**config.mk**
```make
export PLATFORM = sky130hd
export DESIGN_NAME = seven_seg_tick_counter
export DESIGN_NICKNAME = d
export VERILOG_FILES = /design/src/rtl/seven_seg_tick_counter.sv
export SDC_FILE = /design/constraint.sdc
export NUM_CORES = 1
export LEC_CHECK = 0
export CAP_MARGIN = 0
export CORE_MARGIN = 3
export CORE_UTILIZATION = 33
export CTS_CLUSTER_DIAMETER = 100
export DETAILED_ROUTE_END_ITERATION = 7
export SKIP_LAST_GASP = 1
export SLEW_MARGIN = 40
export SYNTH_ARGS = -nofsm -noshare
export SYNTH_HDL_FRONTEND = slang
export SYNTH_SLANG_ARGS = --single-unit
```
**constraint.sdc**
```tcl
create_clock -name CLK -period 2.12 [get_ports CLK]
set_input_delay 0.212 -clock CLK [delete_from_list [all_inputs] [get_ports CLK]]
set_output_delay 0.212 -clock CLK [all_outputs]
set_load 0.02 [all_outputs]
```
**src/rtl/seven_seg_tick_counter.sv**
```systemverilog
// Purpose: 4-digit BCD counter of CEIN toggle events, multiplexed onto a 4-digit active-low 7-segment display.
// Latency: a CEIN transition sampled at CLK edge k updates the count at edge k+2; SEG/AN follow the count one cycle later.
// Backpressure: none; edges seen while HOLD=1 are dropped, and scanning is free-running.
// Option: define SEVSEG_LEADING_ZERO_BLANK_EN to blank leading zeros on digits 3..1.
module seven_seg_tick_counter #(
  parameter int unsigned SCAN_DIV = 50000
) (
  input  logic       CLK,
  input  logic       RST_N,
  input  logic       CEIN,
  input  logic       CLR,
  input  logic       HOLD,
  output logic [6:0] SEG,
  output logic [3:0] AN,
  output logic       CARRY
);

  localparam int unsigned SW = $clog2(SCAN_DIV);
  localparam logic [SW-1:0] SCAN_LAST = SW'(SCAN_DIV - 1);

  // CEIN synchronizer and edge-detect state
  logic       sync1_q;
  logic       sync2_q;
  logic       prev_q;
  logic       first_q;
  logic [1:0] fill_q;
  logic       tick;

  // count state
  logic [15:0] cnt_q;
  logic [15:0] cnt_d;
  logic        carry_q;
  logic        carry_d;
  logic        cy;

  // scan and display state
  logic [SW-1:0] scan_q;
  logic [SW-1:0] scan_d;
  logic [1:0]    idx_q;
  logic [1:0]    idx_d;
  logic [6:0]    seg_q;
  logic [6:0]    seg_d;
  logic [3:0]    an_q;
  logic [3:0]    an_d;
  logic [3:0]    dig;
  logic          blank;

  function automatic logic [6:0] seg_code(input logic [3:0] d);
    logic [6:0] s;
    case (d)
      4'd0:    s = 7'b1000000;
      4'd1:    s = 7'b1111001;
      4'd2:    s = 7'b0100100;
      4'd3:    s = 7'b0110000;
      4'd4:    s = 7'b0011001;
      4'd5:    s = 7'b0010010;
      4'd6:    s = 7'b0000010;
      4'd7:    s = 7'b1111000;
      4'd8:    s = 7'b0000000;
      4'd9:    s = 7'b0010000;
      default: s = 7'b1111111;
    endcase
    return s;
  endfunction

  // Synchronize CEIN. fill_q tracks when sync2_q first holds a real sample;
  // that sample only primes prev_q, so a high CEIN at release is not an edge.
  always_ff @(posedge CLK or negedge RST_N) begin
    if (!RST_N) begin
      sync1_q <= 1'b0;
      sync2_q <= 1'b0;
      prev_q  <= 1'b0;
      first_q <= 1'b1;
      fill_q  <= 2'b00;
    end else begin
      sync1_q <= CEIN;
      sync2_q <= sync1_q;
      prev_q  <= sync2_q;
      fill_q  <= {fill_q[0], 1'b1};
      if (fill_q[1]) begin
        first_q <= 1'b0;
      end
    end
  end

  assign tick = !first_q && (sync2_q != prev_q);

  // BCD increment with ripple decimal carry; CLR wins over a same-cycle tick
  always_comb begin
    cnt_d   = cnt_q;
    carry_d = 1'b0;
    cy      = 1'b1;
    if (CLR) begin
      cnt_d = '0;
    end else if (tick && !HOLD) begin
      for (int i = 0; i < 4; i++) begin
        if (cy) begin
          if (cnt_q[4*i +: 4] == 4'd9) begin
            cnt_d[4*i +: 4] = 4'd0;
          end else begin
            cnt_d[4*i +: 4] = cnt_q[4*i +: 4] + 4'd1;
            cy              = 1'b0;
          end
        end
      end
      carry_d = cy;
    end
  end

  // Count register and the one-cycle wrap pulse
  always_ff @(posedge CLK or negedge RST_N) begin
    if (!RST_N) begin
      cnt_q   <= '0;
      carry_q <= 1'b0;
    end else begin
      cnt_q   <= cnt_d;
      carry_q <= carry_d;
    end
  end

  // Scan slot timer and digit index advance
  always_comb begin
    scan_d = scan_q + SW'(1);
    idx_d  = idx_q;
    if (scan_q == SCAN_LAST) begin
      scan_d = '0;
      idx_d  = idx_q + 2'd1;
    end
  end

  // Digit selection, optional leading-zero blanking, and decode
  always_comb begin
    dig   = cnt_q[{idx_q, 2'b00} +: 4];
    blank = 1'b0;
`ifdef SEVSEG_LEADING_ZERO_BLANK_EN
    case (idx_q)
      2'd3:    blank = (cnt_q[15:12] == 4'd0);
      2'd2:    blank = (cnt_q[15:8] == 8'd0);
      2'd1:    blank = (cnt_q[15:4] == 12'd0);
      default: blank = 1'b0;
    endcase
`else
    blank = 1'b0;
`endif
    seg_d = blank ? 7'b1111111 : seg_code(dig);
    an_d  = ~(4'b0001 << idx_q);
  end

  // Scan counter, index, and the registered display outputs
  always_ff @(posedge CLK or negedge RST_N) begin
    if (!RST_N) begin
      scan_q <= '0;
      idx_q  <= 2'd0;
      seg_q  <= 7'b1111111;
      an_q   <= 4'b1111;
    end else begin
      scan_q <= scan_d;
      idx_q  <= idx_d;
      seg_q  <= seg_d;
      an_q   <= an_d;
    end
  end

  assign SEG   = seg_q;
  assign AN    = an_q;
  assign CARRY = carry_q;

endmodule
```
# Yosys cells after proc, flatten, opt, wreduce, memory -nomap -nowiden
# Memory sizes are Yosys's and may differ from the RTL's. A register that Yosys moved wholly into a read port is not among the register bits.
# Index checks and enable logic that the tools add are counted.
dict set report op_classes {
  mux 25
  reduce_logical 12
  n_eq_ne 6
  add_sub_neg 6
  bitwise 1
  shift 2
}
# cell n
set op_table {}
lappend op_table {{16-bit 2-to-1 mux} 3}
lappend op_table {{4-bit 2-to-1 mux} 7}
lappend op_table {{16-bit by 1-bit adder with 16-bit output (second input constant)} 1}
lappend op_table {{4-bit by 1-bit adder with 4-bit output (second input constant)} 4}
lappend op_table {{16-bit equality test (second input constant)} 1}
lappend op_table {{4-bit equality test (second input constant)} 4}
lappend op_table {{16-bit by 5-bit indexed part select with 4-bit output} 1}
lappend op_table {{1-bit 2-to-1 mux} 15}
lappend op_table {{2-bit nonzero test} 4}
lappend op_table {{2-bit AND reduction} 3}
lappend op_table {{4-bit inverter} 1}
lappend op_table {{1-bit by 2-bit left shift with 4-bit output (first input constant)} 1}
lappend op_table {{1-bit zero test} 3}
lappend op_table {{2-bit by 1-bit adder with 2-bit output (second input constant)} 1}
lappend op_table {{1-bit logical AND} 2}
lappend op_table {{1-bit != test} 1}
dict set report totals {
  elab_cells 66
  input_bits 5
  romBits 112
  n_memories 1
  regBits 45
  out_inout_bits 12
}
# name depth word_bits rd rd_ports_with_merged_regs write_ports line
set memory_table {}
lappend memory_table {{(name not given)} 16 7 1 1 0 50} ;# case (d)

# Logic depth before layout (Yosys ltp)
# Gate-level depths: netlist of the first run.
dict set report depth {
  ltp_word 14
  ltp_mapped 8
  ltp_nobuf 6
}

# Worst setup path after synthesis of the first run
# OpenSTA, ideal clock, no wires.
dict set report synth_path {
  path_type {reg2reg}
  from {register idx_q[0]}
  to {register seg_q[0] (netlist: SEG[0])}
  setup_ns 0.078
  arrival_time_ns 1.713
  path_stages_with_launch 7
  setup_slack_ns 0.329
  cell_sequence {dfrtp_1 buf_6 mux4_1 ha_1 or2_0 a21oi_2 nor2_1}
}
dict set report synth_between {
  elab_chain_len 1
}
# item line
set synth_rtl {}
lappend synth_rtl {{start: declaration} 39} ;# logic [1:0] idx_q;
lappend synth_rtl {{start signal: assignment} 158} ;# idx_q <= idx_d;
lappend synth_rtl {{16-bit by 5-bit indexed part select with 4-bit output} 133} ;# dig = cnt_q[{idx_q, 2'b00} +: 4];
lappend synth_rtl {{end: declaration} 41} ;# logic [6:0] seg_q;
# No other way between the ends.
# A chain may end at the register's enable or synchronous reset.

# Final worst setup path of the first run
dict set report layout_path {
  from {register cnt_q[5]}
  to {register cnt_q[15]}
}
dict set report layout_between {
  elab_chain_len 10
}
# item line
set layout_rtl {}
lappend layout_rtl {{start: declaration} 30} ;# logic [15:0] cnt_q;
lappend layout_rtl {{start signal: assignment} 116} ;# cnt_q <= cnt_d;
lappend layout_rtl {{4-bit equality test} 98} ;# if (cnt_q[4*i +: 4] == 4'd9) begin
lappend layout_rtl {{1-bit 2-to-1 mux} 98}
lappend layout_rtl {{1-bit 2-to-1 mux} 97} ;# if (cy) begin
lappend layout_rtl {{1-bit 2-to-1 mux} 95} ;# end else if (tick && !HOLD) begin
lappend layout_rtl {{1-bit 2-to-1 mux} 93} ;# if (CLR) begin
lappend layout_rtl {{1-bit 2-to-1 mux} 97}
lappend layout_rtl {{1-bit 2-to-1 mux} 95}
lappend layout_rtl {{1-bit 2-to-1 mux} 93}
lappend layout_rtl {{2-bit nonzero test (no source line)} n/a}
lappend layout_rtl {{2-bit AND reduction (no source line)} n/a}
# No other way between the ends. The select of a mux whose other input is x is not followed.

==> metrics.cfg, run 1 <==
[grt]
grtUsageTotal_pct = 11.18
grt_overflow_total = 0
grt_pass1_wl_mm = 8.066
grt_max_degree = 53
antenna_found_initial = 0
first_global_vias = 1714

[logic_synthesis]
synth_top_area_share_pct = 37.65
synth_cell_types = 50
ys_top_cells_by_count = dfrtp_1 (40), nor2_1 (27), ha_1 (18)
yosysMostFrequentCell = dfrtp_1
syn_inst = 244
synth_edf_count = 0
synth_area_per_cell_um2 = 10.90
ys_seq_area_share_pct = 49.51
synthTopCellsByArea = dfrtp_1 (38%), dfstp_2 (12%), ha_1 (8.5%)
synth_top_area_cell = dfrtp_1
synth-seq-cells = 52
synth_ff_type = dfrtp_1
synth_area_um2 = 2659
synth_warnings = 0
postSynth.asyncResetShare_pct = 100.0
syn_nets = 267

[cts]
clk_latency_ns = 0.31
cts_root_buf = clkbuf_8
cts.sinks = 52
cts_resized = 0
clockBufferDepth = 2
numCtsBuffers = 5
hold_buffers = 1
cts_tree = done
post-cts-setup-buffer-count = 0
clk_pin_slew_worst_paths_ns = 0.10
h-tree-depth = 2

[hold_path]
hold_path.class = in -> reg

[sta]
worst_slack_ns = 0.2381
finalHoldViolations = 0
fin_crit_sh_pct = 88.77
final_max_slew_viol_count = 0
rsz0062_at_grt = no
worst_clock_skew_ns = 0.008697
tns_ns = 0
slew_headroom_pct = 66.67
max_slew.worst_pin.slew_ns = 0.4976
whs_ns = 0.3312
setup-violations-final = 0
fin_crit_ns = 1.882
fmax_ghz = 0.5314

[floorplan]
die_h_um = 95.76
die_area_um2 = 9170
core_um2 = 7767
start_util_pct = 34.23
io_pins = 17
rows = 32
die_w_um = 95.76

[routing]
viasPerCell = 4.810
detail-route-antenna-nets = 0
drc = 0
routed_wl_mm = 4.589
drtIter0Drc = 78
vias = 1770
dr.pass1.iters = 4
avgRoutedWirePerCell_um = 12.47

[cells_and_area]
nFillCells = 764
multi_input_area_um2 = 1221
syn_to_final_growth_pct = 16.71
regArea_um2 = 1316
antenna_cells = 0
final_util_pct = 39.95
drive_gt1_share_pct = 14.66
fin_nets = 288

[setup_path]
cpPeakStageDelay_ns = 0.53
worst_ep_arrival_time_ns = 2.13
crit_family = simple AND/OR/NAND/NOR gates
worstSetupPathType = reg -> reg
crit_slowest_cell = or4_1
crit_path_end_kind = flip-flop
path_buf_inv = 1
critPathMaxFanout = 12
cp_data_required_time_ns = 2.37
crit_chain = inv_1 -> ha_1 -> and3b_2 -> nand4_2 -> or4_1 -> a21oi_1
setup.worst_path.start_class = flip-flop

[status]
status = finished clean

[placement]
place_ws_ns = 0.1758
place_congestion = 0.7334
port_buffers = 16
post-dp-hpwl_mm = 3.234

[flow_run]
cap_violations = 0

[pwr]
p_per_area_nw_per_um2 = 685.0
p_leak_uw = 0.001352
ir_worst_vdd_mv = 0.3037

==> cell families (layout without fill, tap and decap cells) <==
logic type | after synthesis | after routing | synth area share [%]
buffers and inverters | 24 | 46 | 4.564
muxes | 9 | 9 | 5.600
xor gates and xnor gates | 16 | 16 | 5.270
AOI/OAI and AO/OA | 28 | 28 | 6.448
adders and majority gates | 18 | 18 | 8.471
DFF | 52 | 52 | 49.51
other | 1 | 1 | 0.1410
and+or+nand+nor | 96 | 96 | 20.00
==> cell usage in the layout (no fill, tap or decap), drive strengths merged, types with 3 or more instances in the layout <==
cell type / n
mux2i: 4
or3: 5
dfrtp: 40
mux4: 4
nand3: 10
ha: 18
a21oi: 13
and3b: 3
clkdlybuf4s50: 15
nor4: 5
nand4: 6
xnor2: 11
or4: 4
nor3: 5
nor2b: 5
nand2b: 6
o21ai: 7
inv: 15
xor2: 5
nand2: 12
bufinv: 3
nor2: 27
clkbuf: 5
dfstp: 12
buf: 7
==> layout make-up <==
cell class                      instances  share of cell area, %
Clock inverter                          3                  2.903
Clock buffer                            5                  2.218
Inverter                               15                  1.815
Timing Repair Buffer                   23                  7.177
Sequential cell                        52                  42.42
Tap cell                              102                  4.113
Multi-Input combinational cell        168                  39.35
==> registers in the layout, indices dropped and copies added (netlist names) <==
| name | flops |
|---|---|
| AN | 4 |
| CARRY | 1 |
| SEG | 7 |
| cnt_q | 16 |
| fill_q | 2 |
| first_q | 1 |
| idx_q | 2 |
| prev_q | 1 |
| scan_q | 16 |
| sync1_q | 1 |
| sync2_q | 1 |
==> worst paths after layout <==
kind                       startpoint          to  slack, ns  depth (start not counted)
setup / recovery             cnt_q[5]   cnt_q[15]       0.24                          6
hold / removal                   CEIN     sync1_q       0.33                          1
setup reg to reg             cnt_q[5]   cnt_q[15]       0.24                          6
hold reg to reg             fill_q[0]   fill_q[1]       0.36                          0
max in group asynchronous       RST_N       AN[1]       1.41                          3
min in group asynchronous       RST_N  scan_q[12]       0.41                          3
==> through the flow <==
stage | std cells | cell area (um^2) | power (uW)
finish | 368 | 3103 | 2125
global route | 368 | 3103 | 2213
CTS | 368 | 3103 | 2156
detailed placement | 359 | 2934 | 1225
global placement | 359 | 2934 | 1222
floorplan | 244 | 2659 | 1153
==> where the power goes <==
group / leakage, uW / switching, uW / total, uW / internal (uW)
combinational: 0.000620 / 85.9 / 153 / 66.8
sequential: 0.000654 / 26.0 / 1050 / 1030
clock: 0.0000784 / 330 / 920 / 590
==> layer usage <==
| metal | part of all wire [%] | track usage, % | wire length (um) |
|---|---|---|---|
| met1 | 50 | 15.00 | 2293 |
| met4 | 2.1 | 4.502 | 96 |
| met5 | 0 | 0 | 0 |
| met2 | 45 | 17.72 | 2055 |
| met3 | 3.1 | 2.189 | 144 |
Note: power is estimated with default switching activity, not from simulation.
==> run 2: changes to the inputs <==
--- a/config.mk
+++ b/config.mk
@@ -10,6 +10,7 @@
 export CORE_UTILIZATION = 33
 export CTS_CLUSTER_DIAMETER = 100
 export DETAILED_ROUTE_END_ITERATION = 7
+export PLACE_DENSITY = 0.51
 export SKIP_LAST_GASP = 1
 export SLEW_MARGIN = 40
 export SYNTH_ARGS = -nofsm -noshare
==> metrics.cfg, run 2 (synthesis results as in run 1) <==
[flow_run]
cap_violations = 0  ; unchanged

[cells_and_area]
final_cell_mix = dfrtp_1 (39), nor2_1 (27), ha_1 (18)
fin_nets = 289  ; +0.35%
final_common_cell = dfrtp_1
drive_gt1_share_pct = 14.98  ; +0.32 points
syn_to_final_growth_pct = 15.11
nFillCells = 807  ; +5.6%
antenna_cells = 0  ; unchanged

[floorplan]
start_util_pct = 34.23  ; unchanged
core_um2 = 7767  ; unchanged
die_h_um = 95.76  ; unchanged
io_pins = 17  ; unchanged
die_area_um2 = 9170  ; unchanged
rows = 32  ; unchanged
die_w_um = 95.76  ; unchanged

[cts]
h-tree-depth = 2  ; unchanged
cts.sinks = 52  ; unchanged
cts_tree = done
numCtsBuffers = 5  ; unchanged
clk_pin_slew_worst_paths_ns = 0.09  ; about the same
clockBufferDepth = 2  ; unchanged
post-cts-setup-buffer-count = 0  ; unchanged
cts_root_buf = clkbuf_8
clk_latency_ns = 0.31  ; about the same

[routing]
drtIter0Drc = 42  ; -46%
viasPerCell = 4.789  ; -0.44%
routed_wl_mm = 4.679  ; +2.0%
dr.pass1.iters = 4  ; unchanged
avgRoutedWirePerCell_um = 12.68  ; +1.7%
detail-route-antenna-nets = 0  ; unchanged
vias = 1767  ; -0.17%
drc = 0  ; unchanged

[pwr]
ir_worst_vdd_mv = 0.3268  ; +7.6%
power_frac_clock_pct = 35.8  ; -7.5 points
combPwrFrac_pct = 8.3  ; +1.1 points
p_sw_share_pct = 22.95  ; +2.1 points
p_per_area_nw_per_um2 = 613.9  ; -10%
power_frac_seq_pct = 56.0  ; +6.5 points
internal-power_uw = 1447  ; -14%
switchingPower_uw = 431.2  ; -2.5%
p_leak_uw = 0.001332  ; -1.5%

[setup_path]
worstSetupPathType = reg -> reg
critPathMaxFanout = 12  ; unchanged
crit_family = simple AND/OR/NAND/NOR gates
worst-path-stages = 6  ; unchanged
worst_ep_arrival_time_ns = 2.17  ; +0.04 ns
crit_chain = inv_1 -> ha_1 -> and3b_1 -> nand4_2 -> or4_1 -> a21oi_1
path_buf_inv = 1  ; unchanged
cp_data_required_time_ns = 2.35  ; -0.02 ns
crit_path_end_kind = flip-flop
setup.worst_path.start_class = flip-flop
rrSetupSlack_ns = 0.18  ; -0.06 ns
rr_worst_depth = 6  ; unchanged
cpPeakStageDelay_ns = 0.54  ; about the same
crit_slowest_cell = or4_1

[sta]
fmax_ghz = 0.5153  ; -3.0%
setup-violations-final = 0  ; unchanged
fin_crit_ns = 1.941  ; +0.05886 ns
rsz0062_at_grt = no
worst_slack_ns = 0.1792  ; -0.05886 ns
worst_clock_skew_ns = 0.01137  ; +0.002675 ns
slew_headroom_pct = 63.21  ; -3.5 points
max_slew.worst_pin.slew_ns = 0.5518  ; +0.05422 ns
finalHoldViolations = 0  ; unchanged
final_max_slew_viol_count = 0  ; unchanged
fin_crit_sh_pct = 91.55  ; +2.8 points
tns_ns = 0  ; unchanged

[grt]
grt_max_degree = 30  ; -43%
antenna_found_initial = 0  ; unchanged
grt_overflow_total = 0  ; unchanged
grt_pass1_wl_mm = 8.362  ; +3.7%
grtUsageTotal_pct = 11.69  ; +0.51 points
first_global_vias = 1741  ; +1.6%

[placement]
post-dp-hpwl_mm = 3.399  ; +5.1%
port_buffers = 16  ; unchanged
place_ws_ns = 0.1454  ; -0.03045 ns
place_congestion = 0.7472  ; +1.9%

[hold_path]
hold_path.class = in -> reg
worstHoldPathCells = 1  ; unchanged

[status]
status = finished clean

[run 2: final cells by class]
cell class	count	area (um^2)	share of cell area [%]
Inverter	15	56.30	1.840
Clock inverter	2	35.03	1.145
Timing Repair Buffer	24	230.2	7.522
Sequential cell	52	1318	43.05
Tap cell	102	127.6	4.170
Clock buffer	6	72.57	2.371
Multi-Input combinational cell	168	1221	39.90
[run 2: power groups by stage]
stage               logic (uW)  clock network, uW  registers, uW
floorplan                 76.8                  0           1080
global placement           156                  0           1070
detailed placement         158                  0           1070
CTS                        159                707           1050
global route               176                753           1060
finish                     155                672           1050
[run 2: metal layers]
| metal | vias to the layer above | wire (um) | global-route usage [%] |
|---|---|---|---|
| li1 | 882 | - | - |
| met3 | 5 | 146 | 2.580 |
| met2 | 21 | 2118 | 18.53 |
| met4 | 0 | 53 | 3.910 |
| met1 | 859 | 2360 | 15.86 |
| met5 | - | 0 | 0 |
[run 2: worst paths after layout]
check / to / startpoint
worst max-delay path: cnt_q[15] / cnt_q[1]
worst max register to register: cnt_q[15] / cnt_q[1]
worst min register to register: fill_q[1] / fill_q[0]
min in group asynchronous: scan_q[7] / RST_N
max in group asynchronous: first_q / RST_N
worst min-delay path: sync1_q / CEIN
[run 2: what timing repair did]
| action | 4_1_cts | 5_1_grt |
|---|---|---|
| hold buffers | 1 | 0 |
| endpoints found under the setup margin | 0 | 1 |
| gates resized for setup | 0 | 1 |
| hold endpoints to repair | 12 | 0 |
[run 2: through the flow]
| stage | power [uW] | cells | hold slack, ns | utilization, % | instance area (um^2) |
|---|---|---|---|---|---|
| after global routing | 1987 | 369 | 0.3495 | 39.40 | 3060 |
| after global placement | 1227 | 360 | 0.2431 | 37.87 | 2942 |
| after detailed placement | 1229 | 360 | 0.2380 | 37.87 | 2942 |
| after CTS | 1920 | 369 | 0.3346 | 39.38 | 3059 |
| final | 1879 | 369 | 0.3457 | 39.40 | 3060 |
| after floorplan | 1153 | 244 | -0.08359 | - | 2659 |
==> run 3: changes to the inputs <==
--- a/config.mk
+++ b/config.mk
@@ -8,7 +8,7 @@
 export CAP_MARGIN = 0
 export CORE_MARGIN = 3
 export CORE_UTILIZATION = 33
-export CTS_CLUSTER_DIAMETER = 100
+export CTS_CLUSTER_DIAMETER = 150
 export DETAILED_ROUTE_END_ITERATION = 7
 export PLACE_DENSITY = 0.51
 export SKIP_LAST_GASP = 1
==> results of run 3 <==
No change in the layout: final DEF, timing and power equal those of run 2.
